==> config.mk <==
export PLATFORM = sky130hd
export DESIGN_NAME = ground_anim_seq_flat
export DESIGN_NICKNAME = d
export VERILOG_FILES = /design/src/rtl/ground_anim_pkg.sv /design/src/rtl/ground_anim_seq_if.sv /design/src/rtl/ground_anim_ch.sv /design/src/rtl/ground_anim_seq.sv /design/src/flat_wrapper.sv
export SDC_FILE = /design/constraint.sdc
export NUM_CORES = 1
export LEC_CHECK = 0
export ABC_AREA = 1
export CAP_MARGIN = 20
export CORE_MARGIN = 2
export CORE_UTILIZATION = 35
export CTS_BUF_LIST = sky130_fd_sc_hd__clkbuf_4
export CTS_CLUSTER_DIAMETER = 200
export DETAILED_ROUTE_END_ITERATION = 7
export PLACE_DENSITY_LB_ADDON = 0.05
export SYNTH_ARGS = -nofsm -noshare
export SYNTH_HDL_FRONTEND = slang
export SYNTH_SLANG_ARGS = --single-unit
==> constraint.sdc <==
create_clock -name clk -period 4.2 [get_ports clk]
set_input_delay 0.42 -clock clk [delete_from_list [all_inputs] [get_ports clk]]
set_output_delay 0.42 -clock clk [all_outputs]
set_load 0.005 [all_outputs]
==> src/rtl/ground_anim_pkg.sv <==
// Shared types and constants for the ground-tile animation sequencer.
// Holds the channel state encoding, play modes and the hold-field decoder.
package ground_anim_pkg;

    typedef enum logic [1:0] {
        ST_IDLE = 2'd0,
        ST_RUN  = 2'd1,
        ST_DONE = 2'd2
    } ch_state_e;

    localparam bit MODE_ONESHOT = 1'b0;
    localparam bit MODE_LOOP    = 1'b1;

    localparam int HOLD_VEC_MAX = 256;

    // Last hold_cnt value for one frame; a zero field behaves like a one-tick hold.
    function automatic int unsigned hold_last(input logic [HOLD_VEC_MAX-1:0] hold,
                                              input int unsigned hold_w,
                                              input int unsigned frame);
        int unsigned field;
        int unsigned idx;
        field = 0;
        for (int b = 0; b < 32; b++) begin
            idx = frame * hold_w + b;
            if (b < hold_w && idx < HOLD_VEC_MAX) field[b] = hold[idx];
        end
        return (field == 0) ? 0 : field - 1;
    endfunction

endpackage

==> src/rtl/ground_anim_seq_if.sv <==
// Trigger / ROM / pixel bundle between the ground ROM cores, the sequencer
// and the VGA colour mux.
interface ground_anim_seq_if #(
    parameter int NCH    = 3,
    parameter int NFRAME = 4,
    parameter int PIX_W  = 12
);
    localparam int FW = $clog2(NFRAME);

    logic [NCH-1:0]              trig;
    logic [NCH-1:0]              rearm;
    logic [NCH*NFRAME*PIX_W-1:0] rom_pix;
    logic [NCH*PIX_W-1:0]        vga_pix;
    logic [NCH*FW-1:0]           frame_idx;
    logic [NCH-1:0]              busy;
    logic [NCH-1:0]              done;

    modport master (output trig, rearm, rom_pix,
                    input  vga_pix, frame_idx, busy, done);
    modport slave  (input  trig, rearm, rom_pix,
                    output vga_pix, frame_idx, busy, done);

endinterface

==> src/rtl/ground_anim_ch.sv <==
// One animation channel: state machine, per-frame hold counter, frame index
// and the registered pixel select among this channel's ROM words.
module ground_anim_ch
    import ground_anim_pkg::*;
#(
    parameter int                       NFRAME = 4,
    parameter int                       PIX_W  = 12,
    parameter int                       HOLD_W = 8,
    parameter logic [NFRAME*HOLD_W-1:0] HOLD   = {8'd1, 8'd4, 8'd3, 8'd15},
    parameter bit                       LOOP   = MODE_ONESHOT,
    parameter int                       FW     = $clog2(NFRAME)
) (
    input  logic                    clk,
    input  logic                    rst_n,
    input  logic                    tick,
    input  logic                    trig,
    input  logic                    rearm,
    input  logic [NFRAME*PIX_W-1:0] rom_words,
    output logic [PIX_W-1:0]        pix,
    output logic [FW-1:0]           frame,
    output logic                    busy,
    output logic                    done
);

    localparam logic [FW-1:0] FRAME_LAST   = FW'(NFRAME - 1);
    localparam logic [FW-1:0] FRAME_PENULT = FW'(NFRAME - 2);

    ch_state_e          state;
    logic [HOLD_W-1:0]  hold_cnt;
    logic [HOLD_W-1:0]  last_hold [NFRAME];

    for (genvar f = 0; f < NFRAME; f++) begin : g_hold
        localparam int unsigned LAST = hold_last(HOLD_VEC_MAX'(HOLD), HOLD_W, f);
        assign last_hold[f] = HOLD_W'(LAST);
    end

    // NOTE: every register here is assigned with <= so all channels and the
    // pixel register see the same pre-edge frame value; blocking would race.
    always_ff @(posedge clk) begin
        if (!rst_n) begin
            state    <= ST_IDLE;
            frame    <= '0;
            hold_cnt <= '0;
            pix      <= '0;
        end else begin
            pix <= rom_words[frame*PIX_W +: PIX_W];
            if (rearm) begin
                state    <= ST_IDLE;
                frame    <= '0;
                hold_cnt <= '0;
            end else begin
                case (state)
                    ST_IDLE: begin
                        frame <= '0;
                        if (trig) begin
                            state    <= ST_RUN;
                            hold_cnt <= '0;
                        end
                    end
                    ST_RUN: begin
                        if (tick) begin
                            if (hold_cnt == last_hold[frame]) begin
                                hold_cnt <= '0;
                                // Only reachable in loop mode: one-shot stops before running frame LAST.
                                if (frame == FRAME_LAST) begin
                                    frame <= '0;
                                    if (!trig) state <= ST_IDLE;
                                end else begin
                                    frame <= frame + 1'b1;
                                    if (LOOP == MODE_ONESHOT && frame == FRAME_PENULT)
                                        state <= ST_DONE;
                                end
                            end else begin
                                hold_cnt <= hold_cnt + 1'b1;
                            end
                        end
                    end
                    ST_DONE: ;
                    default: state <= ST_IDLE;
                endcase
            end
        end
    end

    assign busy = (state == ST_RUN);
    assign done = (state == ST_DONE);

endmodule

==> src/rtl/ground_anim_seq.sv <==
// Multi-channel ground-tile animation sequencer: shared animation-tick
// prescaler feeding NCH independent channel sequencers.
module ground_anim_seq
    import ground_anim_pkg::*;
#(
    parameter int                       NCH      = 3,
    parameter int                       NFRAME   = 4,
    parameter int                       PIX_W    = 12,
    parameter int                       TICK_DIV = 6000000,
    parameter int                       HOLD_W   = 8,
    parameter logic [NFRAME*HOLD_W-1:0] HOLD     = {8'd1, 8'd4, 8'd3, 8'd15},
    parameter bit                       LOOP     = MODE_ONESHOT
) (
    input logic               clk,
    input logic               rst_n,
    ground_anim_seq_if.slave  bus
);

    localparam int FW = $clog2(NFRAME);
    localparam int TW = $clog2(TICK_DIV);

    logic [TW-1:0] tick_cnt;
    logic          tick;

    assign tick = (tick_cnt == TW'(TICK_DIV - 1));

    always_ff @(posedge clk) begin
        if (!rst_n)    tick_cnt <= '0;
        else if (tick) tick_cnt <= '0;
        else           tick_cnt <= tick_cnt + 1'b1;
    end

    logic [NCH-1:0][PIX_W-1:0] pix_arr;
    logic [NCH-1:0][FW-1:0]    frame_arr;
    logic [NCH-1:0]            busy_vec;
    logic [NCH-1:0]            done_vec;

    for (genvar i = 0; i < NCH; i++) begin : g_ch
        ground_anim_ch #(
            .NFRAME (NFRAME),
            .PIX_W  (PIX_W),
            .HOLD_W (HOLD_W),
            .HOLD   (HOLD),
            .LOOP   (LOOP),
            .FW     (FW)
        ) u_ch (
            .clk       (clk),
            .rst_n     (rst_n),
            .tick      (tick),
            .trig      (bus.trig[i]),
            .rearm     (bus.rearm[i]),
            .rom_words (bus.rom_pix[i*NFRAME*PIX_W +: NFRAME*PIX_W]),
            .pix       (pix_arr[i]),
            .frame     (frame_arr[i]),
            .busy      (busy_vec[i]),
            .done      (done_vec[i])
        );
    end

    assign bus.vga_pix   = pix_arr;
    assign bus.frame_idx = frame_arr;
    assign bus.busy      = busy_vec;
    assign bus.done      = done_vec;

endmodule

==> src/flat_wrapper.sv <==
// flat-port wrapper written by rule: the top's interface ports become plain ports
module ground_anim_seq_flat import ground_anim_pkg::*;
#(
    parameter int                       NCH      = 3,
    parameter int                       NFRAME   = 4,
    parameter int                       PIX_W    = 12,
    parameter int                       TICK_DIV = 6000000,
    parameter int                       HOLD_W   = 8,
    parameter logic [NFRAME*HOLD_W-1:0] HOLD     = {8'd1, 8'd4, 8'd3, 8'd15},
    parameter bit                       LOOP     = MODE_ONESHOT
)
  (clk, rst_n, bus_trig, bus_rearm, bus_rom_pix, bus_vga_pix, bus_frame_idx, bus_busy, bus_done);
  ground_anim_seq_if #(.NCH(NCH), .NFRAME(NFRAME), .PIX_W(PIX_W)) bus_i ();
  input logic clk;
  input logic rst_n;
  input wire logic [$bits(bus_i.trig)-1:0] bus_trig;
  input wire logic [$bits(bus_i.rearm)-1:0] bus_rearm;
  input wire logic [$bits(bus_i.rom_pix)-1:0] bus_rom_pix;
  output wire logic [$bits(bus_i.vga_pix)-1:0] bus_vga_pix;
  output wire logic [$bits(bus_i.frame_idx)-1:0] bus_frame_idx;
  output wire logic [$bits(bus_i.busy)-1:0] bus_busy;
  output wire logic [$bits(bus_i.done)-1:0] bus_done;
  assign bus_i.trig = bus_trig;
  assign bus_i.rearm = bus_rearm;
  assign bus_i.rom_pix = bus_rom_pix;
  assign bus_vga_pix = bus_i.vga_pix;
  assign bus_frame_idx = bus_i.frame_idx;
  assign bus_busy = bus_i.busy;
  assign bus_done = bus_i.done;
  ground_anim_seq #(.NCH(NCH), .NFRAME(NFRAME), .PIX_W(PIX_W), .TICK_DIV(TICK_DIV), .HOLD_W(HOLD_W), .HOLD(HOLD), .LOOP(LOOP)) u_core (.clk(clk), .rst_n(rst_n), .bus(bus_i));
endmodule
== After elaboration in Yosys (flattened, before gate mapping) ==
Index checks and enable logic that the tools add are counted.
Operators by class
  reductions and logical operators: 19
  $mul: 3
  equal/unequal tests: 31
  bitwise operators: 7
  shift-type cells: 3
  $lt $le $gt $ge: 3
  add/subtract/negate cells: 7
  muxes and demuxes: 54
Operators with widths (number)
  indexed part select 48 x 7 -> 12 bit: 3
  2-to-1 mux 8 bit: 15
  2-to-1 mux 2 bit: 27
  binary-select mux 8 bit (select 2 bit): 3
  case mux 8 bit (2 select lines): 3
  adder 8 x 1 -> 8 bit, second input constant: 3
  == test 8 bit: 3
  adder 23 x 1 -> 23 bit, second input constant: 1
  == test 23 bit, second input constant: 1
  == test 2 bit, second input constant: 9
  case mux 2 bit (3 select lines): 3
  AND reduction 3 bit: 6
  AND reduction 6 bit: 3
  multiplier 2 x 2 -> 4 bit, second input constant: 3
  case mux 2 bit (2 select lines): 3
  != test 2 x 1 -> 1 bit, second input constant: 5
  greater-or-equal comparator 3 bit, second input constant: 3
  != test 3 x 1 -> 1 bit, second input constant: 3
  != test 3 bit, second input constant: 3
  inverter 2 -> 3 bit: 3
  != test 2 bit, second input constant: 4
  OR reduction 2 bit: 4
  adder 2 x 1 -> 2 bit, second input constant: 3
  == test 2 x 1 -> 1 bit, second input constant: 3
  other kinds (3): 10
Storage, ports and cells
  register bits after elaboration: 95
  word-level logic and storage cells: 140
  output and inout port bits: 48

== Longest topological paths before layout ==
Gate-level depths: netlist (run 1).
  word-level depth: 8
  gate-level depth with buffers: 12
  gate-level depth less buffers: 11

== By module ==
Synthesis (run 1) repeated with hierarchy kept, for this count alone.
Unflattened totals
  cell total of the unflattened synthesis: 834
  area, all modules: 5441.5 um^2
By module, submodules not included
  ground_anim_ch at u_core.g_ch[0].u_ch ...: cells an instance 212, area each 1377.6 um^2, sequential area each 480.5 um^2, times used 2
  ground_anim_ch at u_core.g_ch[2].u_ch: cells an instance 213, area each 1372.6 um^2, sequential area each 480.5 um^2, times used 1
  ground_anim_seq: cells an instance 197, area each 1313.8 um^2, sequential area each 460.4 um^2, times used 1

== Worst setup path after synthesis (run 1) ==
No wires, ideal clock.
  path kind: register to register
  from: register u_core.g_ch[2].u_ch.frame[0]
  to: register u_core.g_ch[2].u_ch.state[0]
  setup slack: 2187 ps
  arrival: 1897 ps
  period minus slack after synthesis: 2013 ps
  library setup time: 115 ps
  cell stages (with the launch flop): 12
  cells stage by stage: dfxtp_1 clkbuf_1 inv_1 clkbuf_1 ha_1 nand3b_1 nand2_1 nand3_1 nand2_1 nand3_1 o21ai_0 inv_1
Between the ends
  word-level cells in the longest chain between the ends: 7
  elaborated cells on any way between the ends: 15
Ends and longest elaborated chain
  from (decl): RTL line ground_anim_ch.sv:20  | output logic [FW-1:0] frame,
  from (signal assigned): RTL line ground_anim_ch.sv:69  | frame <= frame + 1'b1;
  inverter 2 -> 3 bit (not written as such): RTL line ground_anim_ch.sv:62  | if (hold_cnt == last_hold[frame]) begin
  binary-select mux 8 bit (select 2 bit): RTL line ground_anim_ch.sv:62
  2-to-1 mux 8 bit (not written as such) (2 in a row): RTL line ground_anim_ch.sv:62
  == test 8 bit: RTL line ground_anim_ch.sv:62
  != test 2 x 1 -> 1 bit (no line)
  AND reduction 6 bit (no line)
  to (signal assigned): RTL line ground_anim_ch.sv:67  | if (!trig) state <= ST_IDLE;
  to (signal assigned): RTL line ground_anim_ch.sv:71  | state <= ST_DONE;
  to (signal assigned): RTL line ground_anim_ch.sv:79  | default: state <= ST_IDLE;
  to (decl): RTL line ground_anim_ch.sv:28  | ch_state_e state;
Several ways; a longest one is shown, not always the timed one. The select of a mux whose other input is x is not followed.
A chain may end at the register's enable or synchronous reset.

== Final worst setup path (run 1) ==
  from: register u_core.g_ch[1].u_ch.state[1]
  to: output port bus_busy[1]
Between the ends
  word-level cells in the longest chain between the ends: 1
Ends and longest elaborated chain
  from (decl): RTL line ground_anim_ch.sv:28
  from (signal assigned): RTL line ground_anim_ch.sv:41  | state <= ST_IDLE;
  from (signal assigned): RTL line ground_anim_ch.sv:48  | state <= ST_IDLE;
  from (signal assigned): RTL line ground_anim_ch.sv:56  | state <= ST_RUN;
  == test 2 x 1 -> 1 bit: RTL line ground_anim_ch.sv:85  | assign busy = (state == ST_RUN);
  to (decl): RTL line flat_wrapper.sv:21  | output wire logic [$bits(bus_i.busy)-1:0] bus_busy;
No other way between the ends.

==> impl_metrics.toml, run 1 <==
[run_status]
status = "completed"

[place]
dpl.hpwl_microns = 13490
post-place-ws_ps = 1816
portBuffers = 199
gp_congestion = 0.8353

[setup_path]
critPathSlowestCell = "clkdlybuf4s50_1"
slowest_delay_ps = 580
cp-start-kind = "register"
critical_path_required_ps = 3780
cp.buffers_inverters = 3
cp.arrival_ps = 2040
crit_path_end_kind = "primary output"
cp_max_fo = 9
criticalPathCategory = "register to primary output"
cp_cell_sequence = "inv_2 > nand2_1 > inv_1 > clkdlybuf4s50_1"
critPathTopFamily = "buffers and inverters"

[sta]
drv_slew = 0
setup_slack_ps = 1737
setup_viol = 0
finalCritPeriodShare_pct = 58.64
fmax_mhz = 406.0
finalSetupTns_ps = 0
fin_skew_ps = 19.34
hold_violations = 0
slew-limit-headroom_pct = 44.26
period_minus_slack_ps = 2463
rsz0062_at_grt = "no"
worst_pin_slew_ps = 834.0

[die]
start_util_pct = 35.64
io_pins = 200
die_x_microns = 131.0
core_sq_mm = 0.01583
die-area_sq_mm = 0.01715
die_height_microns = 131.0
fp-row-count = 46

[pwr]
p_sw_share_pct = 29.18
p_leak_uw = 0.003143
p_clk_share_pct = 26.5
p_switching_uw = 573.9
p_int_uw = 1393
power_density_mw_per_mm2 = 249.2
p_comb_share_pct = 24.0
power_frac_seq_pct = 49.5
peakVddDrop_uv = 119.3

[final_layout]
multi_input_area_sq_mm = 0.003207
nets = 1244
fill_cells = 1650
area_growth_pct = 39.88
final_layout_size_suffix_gt1_share_pct = 4.348
seqCellArea_sq_mm = 0.001902

[synthesis]
ys_ff_latch = 95
yosys_warnings = 0
syn_area_per_cell_sq_um = 6.275
synthCells = 899
yosysTopAreaCellShare_pct = 33.71
ys_types = 34
yosysTopAreaCell = "dfxtp_1"
syn_nets = 1067
synth_seq_area_share_pct = 33.71
netlist_area_sq_mm = 0.005642
synthTopCellsByArea = "dfxtp_1, nor2_1, nand2_1, o21ai_0, a21oi_1"

[global_routing]
grt_max_degree = 29
antenna_found_initial = 1
grtUsageTotal_pct = 20.67
grt_pass1_wl_microns = 27900
grt_pass1_vias = 5651
grt-ovfl-total = 0

[route]
ant_nets = 0
route.vias.total = 6108
routedWlPerCell_microns = 13.76
firstDrtPassIters = 5
finalWirelength_microns = 17870
drtIter0Drc = 353
drc = 0
viasPerCell = 4.706

[clock_tree]
clk_path_buf_depth = 2
cts.clk_slew.worst_paths_ps = 160
cts-root-buf = "clkbuf_4"
cts_tree = "yes"
worstSkewPairLatency_ps = 470
cts_resized = 0
cts.sinks = 95
cts_buffers = 9
post_cts_buffers = 0
htree_levels = 3
hold_buffers = 0

[job]
drv_cap = 0

[worst_hold_path]
min_path_type = "register to register"
through the flow:
stage	std cells	total power [uW]	hold slack, ps	util, %	cell area (sq um)
after floorplan	899	1208	440.9	-	5642
after global placement	1281	1467	469.7	48.99	7754
after detailed placement	1281	1464	466.9	48.99	7754
after CTS	1297	1991	488.0	49.84	7889
after global routing	1298	2082	512.0	49.86	7891
final	1298	1966	491.0	49.86	7891
cell usage in the layout (no fill, tap or decap), types with 18 or more instances in the layout:
cell type | netlist | final
nor2_1 | 247 | 247
clkdlybuf4s50_1 | 0 | 199
nand2_1 | 135 | 135
dfxtp_1 | 95 | 95
inv_1 | 82 | 82
o21ai_0 | 80 | 80
a21oi_1 | 69 | 69
nand3_1 | 41 | 41
nand4_1 | 20 | 20
nor3_1 | 18 | 18
Yosys cell counts, drive strengths merged:
cell    count
o21ai      87
xor2        8
nor3       19
or3         2
buf        13
inv        89
a21boi      1
nor2      251
nand3      45
nor3b       1
nand3b      3
clkbuf     26
a21oi      69
nand4      20
clkinv      1
or2         2
ha         16
xnor2       8
nand2     143
dfxtp      95
registers in the layout, indices dropped and copies added (netlist names):
| register | cells |
|---|---|
| u_core.g_ch.u_ch.frame | 6 |
| u_core.g_ch.u_ch.pix | 36 |
| u_core.tick_cnt | 23 |
| u_core.g_ch.u_ch.state | 6 |
| u_core.g_ch.u_ch.hold_cnt | 24 |
power by group through the flow:
stage	combinational (uW)	sequential, uW	clock (uW)
floorplan	218	989	0
global route	526	981	576
finish	472	973	522
global placement	475	992	0
CTS	474	974	544
detailed placement	472	993	0
metal layers:
layer | GRT usage [%] | wire, microns | vias to the layer above
li1 | - | - | 3226
met1 | 27.31 | 8064 | 2720
met2 | 34.47 | 8824 | 139
met3 | 3.176 | 648 | 23
met4 | 6.946 | 328 | 0
met5 | 0 | 0 | -
final timing paths:
kind         slack [ps]                           end  cells after the start                         start
max                1740                   bus_busy[1]                      4  u_core.g_ch[1].u_ch.state[1]
min                 490           u_core.tick_cnt[20]                      2           u_core.tick_cnt[20]
max reg2reg        1770  u_core.g_ch[0].u_ch.frame[0]                      9  u_core.g_ch[0].u_ch.frame[1]
min reg2reg         490           u_core.tick_cnt[20]                      2           u_core.tick_cnt[20]
worst reg2reg max path: stages, from the launching register on:
cell     delay [ps]
dfxtp_1         750
inv_1           410
ha_1            320
o21ai_0         170
nand3_1         120
nand2_1         200
nand3_1         170
nand2_1          90
nand2_1          60
nor2_1          100
cell type report:
cell class | instances | area share (%)
inverter | 90 | 4.281
antenna | 1 | 0.03171
tap | 216 | 3.425
clock buffer | 10 | 0.9513
sequential | 95 | 24.10
multi-input combinational | 675 | 40.64
clock inverter | 6 | 0.7611
timing repair buffer | 205 | 25.81
kinds of logic after synthesis:
group | count (synthesis) | share of synthesized area, %
xor gates and xnor gates | 16 | 2.484
DFF | 95 | 33.71
AOI/OAI and AO/OA | 157 | 14.04
and+or+nand+nor | 486 | 36.77
adders and majority gates | 16 | 3.548
buffers and inverters | 129 | 9.448
No activity file was read; power rests on OpenSTA's default activity.
==> inputs of run 2 (changes only) <==
clock period = 2.4 ns   (was 4.2 ns; I/O delays follow)
==> impl_metrics.toml, run 2 (same netlist as run 1, synthesis figures left out) <==
[clock_tree]
hold_buffers = 0
worstSkewPairLatency_ps = 470
cts.clk_slew.worst_paths_ps = 170
cts_buffers = 9
cts-root-buf = "clkbuf_4"
clk_path_buf_depth = 2
cts_resized = 0
post_cts_buffers = 0
cts.sinks = 95
cts_tree = "yes"
htree_levels = 3

[sta]
setup_slack_ps = 181.3
fmax_mhz = 450.7
finalCritPeriodShare_pct = 92.45
finalSetupTns_ps = 0
drv_slew = 0
fin_skew_ps = 24.02
hold_violations = 0
rsz0062_at_grt = "no"
setup_viol = 0
worst_pin_slew_ps = 422.3
period_minus_slack_ps = 2219
slew-limit-headroom_pct = 71.81

[setup_path]
cp-start-kind = "register"
critical_path_required_ps = 2160
cp_cell_sequence = "inv_1 > nand2_1 > clkinv_1 > clkdlybuf4s50_1"
cp.depth = 4
critPathSlowestCell = "clkdlybuf4s50_1"
startpoint = "u_core.g_ch[2].u_ch.state[1]"
slowest_delay_ps = 540
reg2reg_to = "u_core.g_ch[2].u_ch.state[0]"
ff2ff_path_depth = 9
reg2reg_from = "u_core.g_ch[2].u_ch.frame[1]"
crit_path_end_kind = "primary output"
reg2reg_setup_slack_ps = 470
cp.buffers_inverters = 3
critPathTopFamily = "buffers and inverters"
cp.arrival_ps = 1980
crit_end = "bus_busy[2]"
cp_max_fo = 11
criticalPathCategory = "register to primary output"

[pwr]
power_density_mw_per_mm2 = 430.9
p_leak_uw = 0.003213
peakVddDrop_uv = 202.0

[route]
drc = 0
route.vias.total = 6066
firstDrtPassIters = 4
ant_nets = 0
viasPerCell = 4.623
routedWlPerCell_microns = 13.48
finalWirelength_microns = 17690
drtIter0Drc = 345

[place]
portBuffers = 199
post-place-ws_ps = 492.1
dpl.hpwl_microns = 13600
gp_congestion = 0.8313

[die]
core_sq_mm = 0.01583
die_x_microns = 131.0
die-area_sq_mm = 0.01715
start_util_pct = 35.64
die_height_microns = 131.0
io_pins = 200
fp-row-count = 46

[global_routing]
grtUsageTotal_pct = 20.26
antenna_found_initial = 1
grt_max_degree = 28
grt-ovfl-total = 0
grt_pass1_vias = 5398
grt_pass1_wl_microns = 27160

[final_layout]
nets = 1258
multi_input_area_sq_mm = 0.003207
layout_common_cells = "nor2_1, clkdlybuf4s50_1, nand2_1"
final_layout_size_suffix_gt1_share_pct = 5.571
final_common_cell = "nor2_1"
reg_top3 = "u_core.g_ch.u_ch.pix x36, u_core.g_ch.u_ch.hold_cnt x24, u_core.tick_cnt x23"
top_register = "u_core.g_ch.u_ch.pix"
fill_cells = 1669
area_growth_pct = 41.78
seqCellArea_sq_mm = 0.001902
largest_reg_flops = 36

[worst_hold_path]
min_path_type = "primary input to register"
min_from = "bus_rom_pix[139]"

[run_status]
status = "completed"

[job]
drv_cap = 0
-- run 2: cell types whose count changed in the layout (fill, tap and decap cells not counted), sizes merged --
cell and delta:
buf +14, clkbuf -1, clkinv +1, clkinvlp -1, inv +1
-- run 2: worst register-to-register path: stages (launching register included) --
cell and delay, ps:
dfxtp_1 610, inv_1 120, ha_1 210, nand3b_1 150, nand2_1 60, nand3_1 120
nand2_1 200, nand3_1 160, o21ai_0 170, inv_1 50
-- run 2: per-layer routing --
metal	up-vias	wire, microns	global-route usage (%)
li1	3249	-	-
met1	2708	8066	26.53
met2	102	8809	34.50
met3	7	688	4.316
met4	0	127	4.068
met5	-	0	0
-- run 2: worst min-delay path by stage --
stage | slack (ps) | cells past startpoint | endpoint
2_1_floorplan | 410 | 3 | u_core.g_ch[1].u_ch.hold_cnt[5]
3_3_place_gp | 460 | 1 | u_core.tick_cnt[0]
3_5_place_dp | 460 | 1 | u_core.tick_cnt[0]
4_1_cts | 330 | 3 | u_core.g_ch[2].u_ch.pix[8]
5_1_grt | 340 | 3 | u_core.g_ch[2].u_ch.pix[7]
6_report | 370 | 3 | u_core.g_ch[2].u_ch.pix[7]
-- run 2: where the power goes --
part	internal, uW	switching (uW)	leakage, uW
logic	470	375	0.00236
registers	1650	40.4	0.000778
clock network	321	586	0.0000781
-- run 2: through the flow --
stage / util, % / hold slack, ps / total power [uW] / cell area (sq um) / instances
after floorplan: - / 411.8 / 2114 / 5642 / 899
after global placement: 49.65 / 463.7 / 2579 / 7859 / 1295
after detailed placement: 49.65 / 463.3 / 2578 / 7859 / 1295
after CTS: 50.52 / 327.1 / 3498 / 7996 / 1311
after global routing: 50.54 / 342.3 / 3654 / 7999 / 1312
final: 50.54 / 374.2 / 3446 / 7999 / 1312
-- run 2: final cells by class --
class | count | share of cell area [%]
flip-flops and latches | 95 | 23.78
clock buffers | 9 | 0.8447
inverters | 90 | 4.223
diodes | 1 | 0.03128
well taps | 216 | 3.379
clock inverters | 7 | 0.8760
repair buffers | 219 | 26.78
multi-input cells | 675 | 40.09
==> inputs of run 3 (changes only) <==
GPL_TIMING_DRIVEN = 0   (was not set)
clock period = 2 ns   (was 2.4 ns; I/O delays follow)
==> impl_metrics.toml, run 3 (same netlist as run 1, synthesis figures left out) <==
[place]
portBuffers = 199
dpl.hpwl_microns = 14610
dpl.cell_count = 1314
post-place-ws_ps = -733.3
gp_congestion = 0.8875

[pwr]
p_sw_share_pct = 29.30
p_comb_share_pct = 26.0
peakVddDrop_uv = 304.1
power_density_mw_per_mm2 = 506.3
p_clk_share_pct = 25.7
power_frac_seq_pct = 48.3
p_leak_uw = 0.003370
p_int_uw = 2989
p_switching_uw = 1239

[route]
firstDrtPassIters = 5
viasPerCell = 4.668
drtIter0Drc = 393
routedWlPerCell_microns = 14.39
drc = 0
ant_nets = 0
finalWirelength_microns = 19380
route.vias.total = 6283

[global_routing]
antenna_found_initial = 1
grt.busiest_layer = "met2"
met3_usage_pct = 4.479
grt_pass1_wl_microns = 29450
use_met2_pct = 37.37
grt_pass1_vias = 5720
grt_max_degree = 17
met1_usage_pct = 29.02
grt-ovfl-total = 0
grtUsageTotal_pct = 22.21

[worst_hold_path]
min_path_type = "primary input to register"

[sta]
period_minus_slack_ps = 1886
drv_slew = 0
hold_violations = 0
worst_pin_slew_ps = 829.8
setup_slack_ps = 113.5
rsz0062_at_grt = "no"
fin_skew_ps = 22.05
slew-limit-headroom_pct = 44.68
fmax_mhz = 530.1
setup_viol = 0
finalCritPeriodShare_pct = 94.32

[setup_path]
cp-start-kind = "register"
criticalPathCategory = "register to primary output"
cp.arrival_ps = 1690
slowest_delay_ps = 480
cp_cell_sequence = "inv_1 > buf_6 > nor2_2 > buf_4 > clkdlybuf4s50_1"
cp_max_fo = 10
crit_path_end_kind = "primary output"
critPathSlowestCell = "clkdlybuf4s50_1"
critical_path_required_ps = 1800
reg2reg_setup_slack_ps = 150

[die]
core_sq_mm = 0.01583
fp-row-count = 46
die_x_microns = 131.0
die-area_sq_mm = 0.01715
die_height_microns = 131.0
io_pins = 200
start_util_pct = 35.64

[run_status]
status = "completed"

[clock_tree]
cts_tree = "yes"
cts.clk_slew.worst_paths_ps = 160
worstSkewPairLatency_ps = 480
cts.sinks = 95
cts_buffers = 9
clk_path_buf_depth = 2
cts-root-buf = "clkbuf_4"
htree_levels = 3

[final_layout]
top_register = "u_core.g_ch.u_ch.pix"
area_growth_pct = 47.99
final_layout_size_suffix_gt1_share_pct = 9.566
multi_input_area_sq_mm = 0.003271
fill_cells = 1678
nets = 1292
instances_no_fill = 1346
final_common_cell = "nor2_1"
largest_reg_flops = 36
reg_top3 = "u_core.g_ch.u_ch.pix x36, u_core.g_ch.u_ch.hold_cnt x24, u_core.tick_cnt x23"
layout_common_cells = "nor2_1, clkdlybuf4s50_1, nand2_1"
seqCellArea_sq_mm = 0.001926

[job]
drv_cap = 0
## run 3: cell types whose count changed in the layout (fill, tap and decap cells not counted), sizes merged
cell	change
dlymetal6s2s	+1
inv	-7
clkbuf	+21
clkinv	+1
clkdlybuf4s50	-1
clkinvlp	+5
buf	+14
## run 3: what timing repair did
action	in CTS	in global routing
hold buffers	0	0
pin swaps	1	2
gates cloned	0	0
gates resized for setup	43	21
buffers inserted	9	12
setup endpoints to repair	32	23
## run 3: area by class of cell
| type | count | area share (%) |
|---|---|---|
| Tap cell | 216 | 3.237 |
| Multi-Input combinational cell | 675 | 39.17 |
| Antenna cell | 1 | 0.02997 |
| Buffer | 33 | 2.578 |
| Inverter | 90 | 4.511 |
| Sequential cell | 95 | 23.06 |
| Clock buffer | 10 | 0.8991 |
| Timing Repair Buffer | 220 | 25.78 |
| Clock inverter | 6 | 0.7343 |
## run 3: worst max-delay path, delay by kind of cell, from the launching register on
kind | cells | cell delay (ps)
DFF | 1 | 360
and+or+nand+nor | 1 | 70
buffers and inverters | 4 | 780
## run 3: per-stage QoR
stage                     power, uW  instance area, sq um  TNS [ps]  utilization, %  hold slack, ps
after floorplan                2537                  5643         0               -           371.8
after global placement         3119                  7905    -18280           49.94           462.8
after detailed placement       3122                  7905    -18550           49.94           467.7
after CTS                      4263                  8215         0           51.91           303.1
after global routing           4480                  8349         0           52.75           317.9
final                          4227                  8349         0           52.75           339.2
## run 3: path summary, 6_finish.rpt
path / from / to / cells after the start
max reg2reg: u_core.g_ch[2].u_ch.frame[0] / u_core.g_ch[2].u_ch.hold_cnt[7] / 11
max: u_core.g_ch[2].u_ch.state[1] / bus_done[2] / 5
min reg2reg: u_core.tick_cnt[21] / u_core.tick_cnt[21] / 2
min: bus_rom_pix[92] / u_core.g_ch[1].u_ch.pix[8] / 3
## run 3: power by group through the flow
stage | logic, uW | clock network [uW] | registers, uW
3_5_place_dp | 1040 | 0 | 2080
3_3_place_gp | 1040 | 0 | 2080
5_1_grt | 1220 | 1210 | 2050
6_report | 1100 | 1090 | 2040
4_1_cts | 1080 | 1140 | 2040
2_1_floorplan | 459 | 0 | 2080
## run 3: metal layers
metal  wire (microns)  up-vias
met4              347        0
met2             9574      134
met5                0        -
met3              777       25
met1             8677     2808
li1                 -     3316
